--- src/rtl/isi_pkg.sv ---
// Shared types and constants for the inter-spike-interval capture block.
package isi_pkg;

    typedef enum logic [1:0] {
        IDLE  = 2'd0,
        ARMED = 2'd1,
        CLRS  = 2'd2
    } state_t;

    localparam int ISI_W_DEF = 8;
    localparam int DROP_W    = 8;

endpackage

--- src/rtl/isi_capture_if.sv ---
// Captured-interval output stream: show-ahead head entry with valid/ready.
interface isi_capture_if #(
    parameter int BIT_ISI = 8
) ();
    logic [BIT_ISI-1:0] out_isi;
    logic               out_of;
    logic               out_valid;
    logic               out_ready;

    modport master (output out_isi, out_of, out_valid, input out_ready);
    modport slave  (input out_isi, out_of, out_valid, output out_ready);
endinterface

--- src/rtl/isi_fifo.sv ---
// Show-ahead capture buffer; a push into a full buffer succeeds only alongside a pop.
module isi_fifo #(
    parameter int WIDTH = 9,
    parameter int DEPTH = 4
) (
    input  logic             clk,
    input  logic             clr,
    input  logic             push,
    input  logic [WIDTH-1:0] din,
    input  logic             pop,
    output logic [WIDTH-1:0] dout,
    output logic             full,
    output logic             empty
);
    localparam int AW = $clog2(DEPTH);
    localparam int CW = AW + 1;

    logic [WIDTH-1:0] mem [DEPTH];
    logic [AW-1:0]    wptr, rptr;
    logic [CW-1:0]    count;
    logic             push_ok, pop_ok;

    assign full    = (count == CW'(DEPTH));
    assign empty   = (count == '0);
    assign pop_ok  = pop & ~empty;
    assign push_ok = push & (~full | pop_ok);
    assign dout    = empty ? '0 : mem[rptr];

    always_ff @(posedge clk) begin
        if (clr) begin
            wptr  <= '0;
            rptr  <= '0;
            count <= '0;
        end else begin
            if (push_ok) wptr <= wptr + 1'b1;
            if (pop_ok)  rptr <= rptr + 1'b1;
            case ({push_ok, pop_ok})
                2'b10:   count <= count + 1'b1;
                2'b01:   count <= count - 1'b1;
                default: count <= count;
            endcase
        end
    end

    always_ff @(posedge clk) begin
        if (push_ok) mem[wptr] <= din;
    end

endmodule

--- src/rtl/isi_capture.sv ---
// Captures the interval counter value on each spike rising edge, then clears
// the counter for the next interval; results queue in a small buffer.
module isi_capture
    import isi_pkg::*;
#(
    parameter int BIT_ISI    = ISI_W_DEF,
    parameter int FIFO_DEPTH = 4
) (
    input  logic               clk,
    input  logic               clr,
    input  logic               en,
    input  logic               spike,
    input  logic               tick,
    input  logic [BIT_ISI-1:0] isi_q,
    input  logic               isi_of,
    output logic               isi_ce,
    output logic               isi_clr,
    output logic [DROP_W-1:0]  drop_cnt,
    isi_capture_if.master      out
);
    state_t         state, state_nxt;
    logic           spike_d;
    logic           spk_edge;
    logic           capture;
    logic           full, empty;
    logic [BIT_ISI:0] head;

    assign spk_edge = spike & ~spike_d;
    assign capture  = en & (state == ARMED) & spk_edge;
    // Counting is frozen in the edge cycle so the captured value is stable.
    assign isi_ce   = (state == ARMED) & tick & ~spk_edge;

    always_comb begin
        state_nxt = state;
        if (!en) begin
            state_nxt = IDLE;
        end else begin
            case (state)
                IDLE:    if (spk_edge) state_nxt = CLRS;
                ARMED:   if (spk_edge) state_nxt = CLRS;
                CLRS:    state_nxt = ARMED;
                default: state_nxt = IDLE;
            endcase
        end
    end

    always_ff @(posedge clk) begin
        if (clr) begin
            state    <= IDLE;
            spike_d  <= 1'b0;
            isi_clr  <= 1'b0;
            drop_cnt <= '0;
        end else begin
            state   <= state_nxt;
            spike_d <= spike;
            isi_clr <= (state_nxt == CLRS);
            if (capture && full && !out.out_ready && drop_cnt != '1)
                drop_cnt <= drop_cnt + 1'b1;
        end
    end

    isi_fifo #(
        .WIDTH (BIT_ISI + 1),
        .DEPTH (FIFO_DEPTH)
    ) u_fifo (
        .clk   (clk),
        .clr   (clr),
        .push  (capture),
        .din   ({isi_of, isi_q}),
        .pop   (out.out_ready),
        .dout  (head),
        .full  (full),
        .empty (empty)
    );

    assign out.out_valid = ~empty;
    assign out.out_of    = head[BIT_ISI];
    assign out.out_isi   = head[BIT_ISI-1:0];

endmodule

--- src/flat_wrapper.sv ---
// flat-port wrapper written by rule: the top's interface ports become plain ports
module isi_capture_flat import isi_pkg::*;
#(
    parameter int BIT_ISI    = ISI_W_DEF,
    parameter int FIFO_DEPTH = 4
)
  (clk, clr, en, spike, tick, isi_q, isi_of, isi_ce, isi_clr, drop_cnt, out_out_isi, out_out_of, out_out_valid, out_out_ready);
  isi_capture_if #(.BIT_ISI(BIT_ISI)) out_i ();
  input  logic clk;
  input  logic clr;
  input  logic en;
  input  logic spike;
  input  logic tick;
  input  logic [BIT_ISI-1:0] isi_q;
  input  logic isi_of;
  output logic isi_ce;
  output logic isi_clr;
  output logic [DROP_W-1:0] drop_cnt;
  output wire logic [$bits(out_i.out_isi)-1:0] out_out_isi;
  output wire logic [$bits(out_i.out_of)-1:0] out_out_of;
  output wire logic [$bits(out_i.out_valid)-1:0] out_out_valid;
  input wire logic [$bits(out_i.out_ready)-1:0] out_out_ready;
  assign out_out_isi = out_i.out_isi;
  assign out_out_of = out_i.out_of;
  assign out_out_valid = out_i.out_valid;
  assign out_i.out_ready = out_out_ready;
  isi_capture #(.BIT_ISI(BIT_ISI), .FIFO_DEPTH(FIFO_DEPTH)) u_core (.clk(clk), .clr(clr), .en(en), .spike(spike), .tick(tick), .isi_q(isi_q), .isi_of(isi_of), .isi_ce(isi_ce), .isi_clr(isi_clr), .drop_cnt(drop_cnt), .out(out_i));
endmodule
--- config.mk ---
export PLATFORM = sky130hd
export DESIGN_NAME = isi_capture_flat
export DESIGN_NICKNAME = d
export VERILOG_FILES = /design/src/rtl/isi_pkg.sv /design/src/rtl/isi_capture_if.sv /design/src/rtl/isi_fifo.sv /design/src/rtl/isi_capture.sv /design/src/flat_wrapper.sv
export SDC_FILE = /design/constraint.sdc
export NUM_CORES = 1
export LEC_CHECK = 0
export CAP_MARGIN = 20
export CORE_MARGIN = 5
export CORE_UTILIZATION = 45
export CTS_BUF_LIST = sky130_fd_sc_hd__clkbuf_4 sky130_fd_sc_hd__clkbuf_8 sky130_fd_sc_hd__clkbuf_16
export DETAILED_ROUTE_END_ITERATION = 7
export GPL_TIMING_DRIVEN = 1
export PLACE_DENSITY = 0.67
export SYNTH_ARGS = -nofsm -noshare
export SYNTH_HDL_FRONTEND = slang
export SYNTH_HIERARCHICAL = 1
export SYNTH_SLANG_ARGS = --single-unit
export TNS_END_PERCENT = 10
--- constraint.sdc ---
create_clock -name clk -period 2.9 [get_ports clk]
set_input_delay 0.29 -clock clk [delete_from_list [all_inputs] [get_ports clk]]
set_output_delay 0.29 -clock clk [all_outputs]
set_load 0.03 [all_outputs]
==> key figures <==
Routing
  – WL/cell: 16.1 um
  – DRC: 0
  – DRT Wirelength: 4710 um
  – Vias/cell: 5.26
  – WL met2: 2400 um
  – DR pass1 iterations: 4
  – Met3 WL post-DR: 264 um
  – M1 wire length: 1960 um
  – Vias: 1536
  – Antenna Nets Post-Route: 0
  – Max layer used: met4
  – Drt initial violations: 67

Critical path
  – Critical Path AT: 2.12 ns
  – Critical path class: register to output pin
  – Critical Path Fanout Max: 9
  – Worst EP required: 2.61 ns
  – Worst setup EP type: output pin
  – Worst Setup Start Kind: register

Clock tree
  – Clock Path Buffers: 2
  – CTS buffer count: 9
  – Post-CTS sizing: 0
  – CTS root buf: clkbuf_8
  – Latest clock arrival within the worst-skew pair: 0.33 ns
  – CTS H-tree depth: 3
  – CTS sink cnt: 57
  – CTS tree: built
  – Setup bufs post-CTS: 0
  – Reg clk slew, reported paths: 0.06 ns
  – Hold-fix buffers, CTS: 0

Floorplanning
  – IO Pins: 35
  – Core ar.: 0.00520 mm^2
  – Die W: 83.8 um
  – Initial core utilization: 0.471
  – Die area: 0.00702 mm^2
  – # rows: 26
  – Die Ht: 83.8 um

Yosys
  – Sequential fraction of the synthesis area: 0.613
  – Mean post-synth cell area: 13.9 um^2
  – Asr flop ratio synth: 0
  – EDFF count, synth: 36
  – Mapped Cells: 176
  – Netlist cell types: 40
  – Post-synthesis register bit count: 57
  – Syn. warnings: 6
  – Ys flop type: edfxtp_1
  – Synthesized area: 0.00245 mm^2
  – Net Count, Synth: 198

GRT
  – Vias in the first global route: 1559
  – Overall Global Routing Usage: 0.139
  – Global-route wire length before repair: 7530 um
  – Antenna violations before repair: 0
  – GRT overflow: 0
  – Largest net degree at the start of global routing: 22

Timing
  – Slew margin rel.: 0.502
  – Worst Tran Pin Value: 0.745 ns
  – Peak Freq: 0.416 GHz
  – Slew Limit Fails: 0
  – Setup Skew: 0.00396 ns
  – Period utilization: 0.830
  – Endpoints failing setup: 0
  – Crit path time final: 2.41 ns
  – Total negative setup slack: 0 ns
  – RSZ-0062 raised after global routing: no
  – Final hold viol count: 0
  – Min Hold Slack: 0.519 ns

Place
  – Hpwl dp: 3150 um
  – Placed Instances: 276
  – I/O Buffers: 34
  – Gpl congestion: 0.822

Power and ir drop
  – VDD IR max: 0.000294 V
  – P_leak: 1.02 nW
  – Final Total Pwr: 1.86 mW
  – Power Dens Cells: 598 mW/mm^2

Final layout
  – Layout cells sized above 1: 0.185
  – Most frequent cells in the layout: edfxtp_1 (36), clkdlybuf4s50_1 (34), dfxtp_1 (21), clkbuf_8 (12), a21oi_1 (12)
  – Combined area of the multi-input logic cells: 876 um^2
  – Synthesis-to-finish area growth: 27.2%
  – Reg area: 0.00150 mm^2
  – Ant diodes: 0
  – Final nets: 239
  – Fill cells: 407
  – Final Non-Filler Cells: 292
  – Final core occ: 0.599
  – Most common cell after layout, fill and taps aside: edfxtp_1

Hold path
  – HP Class: register to register

Status
  – Status: complete, no violations

Flow run
  – # Max-Cap Violations: 0
-- synth_stat cells, types with 4 or more instances --
cell      instances  area share
and2_2            4       0.012
nor2_1           10       0.015
or3_1             5       0.013
nor2b_1          11       0.028
mux4_2            9       0.083
ha_1              6       0.031
a21oi_1          12       0.025
edfxtp_1         36        0.44
o21ai_0           6       0.012
dfxtp_1          21        0.17
inv_1             9       0.014
-- worst max-delay path, cell delays in order (launching register included) --
cell             delay [ns]
dfxtp_1                0.30
buf_4                  0.22
mux4_2                 0.52
nor2b_1                0.14
clkdlybuf4s50_1        0.60
-- cells by family (layout without fill, tap and decap cells) --
group | count (synthesis) | count (layout) | synth area share
AOI/OAI and AO/OA | 25 | 25 | 0.0603
xor gates and xnor gates | 2 | 2 | 0.00715
adders and majority gates | 7 | 7 | 0.0388
buffers and inverters | 15 | 61 | 0.0296
DFF | 57 | 57 | 0.613
muxes | 12 | 12 | 0.0975
and+or+nand+nor | 58 | 58 | 0.154
-- sequential cells by signal (all words and copies together) (netlist names), named ones only --
signal	cells
u_core/drop_cnt	8
u_core/isi_clr	1
u_core/state	2
u_core/spike_d	1
u_core/u_fifo/mem	36
u_core/u_fifo/count	3
u_core/u_fifo/rptr	2
u_core/u_fifo/wptr	2
-- stage by stage --
| stage | setup WS [ns] | area, um^2 |
|---|---|---|
| after floorplan | 0.801 | 2450 |
| after global placement | 0.370 | 2850 |
| after detailed placement | 0.277 | 2850 |
| after CTS | 0.453 | 3120 |
| after global routing | 0.298 | 3120 |
| final | 0.493 | 3120 |
-- worst paths after layout --
check	startpoint	end	slack [ns]	cells after the start
max reg2reg	u_core/state[0]	u_core/u_fifo/count[2]	0.50	11
max	register	out_out_isi[5]	0.49	4
min	u_core/u_fifo/rptr[1]	u_core/u_fifo/rptr[1]	0.52	2
min reg2reg	u_core/u_fifo/rptr[1]	u_core/u_fifo/rptr[1]	0.52	2
-- per-layer routing --
layer / global-route usage / vias up
met5: 0 / -
met4: 0.0482 / 0
met3: 0.0573 / 9
met2: 0.238 / 45
met1: 0.156 / 746
li1: - / 736
-- area by class of cell --
type                    count  share of cell area
flip-flops and latches     57               0.482
repair buffers             36               0.114
well taps                  70              0.0281
inverters                   9              0.0108
clock inverters             4              0.0313
clock buffers              12              0.0530
multi-input cells         104               0.281
-- power breakdown --
part | internal [mW] | switching (mW) | total, mW
Clock | 0.641 | 0.307 | 0.948
Sequential | 0.863 | 0.00180 | 0.865
Combinational | 0.0271 | 0.0244 | 0.0516
Total | 1.53 | 0.333 | 1.86
Note: power is estimated with default switching activity, not from simulation.
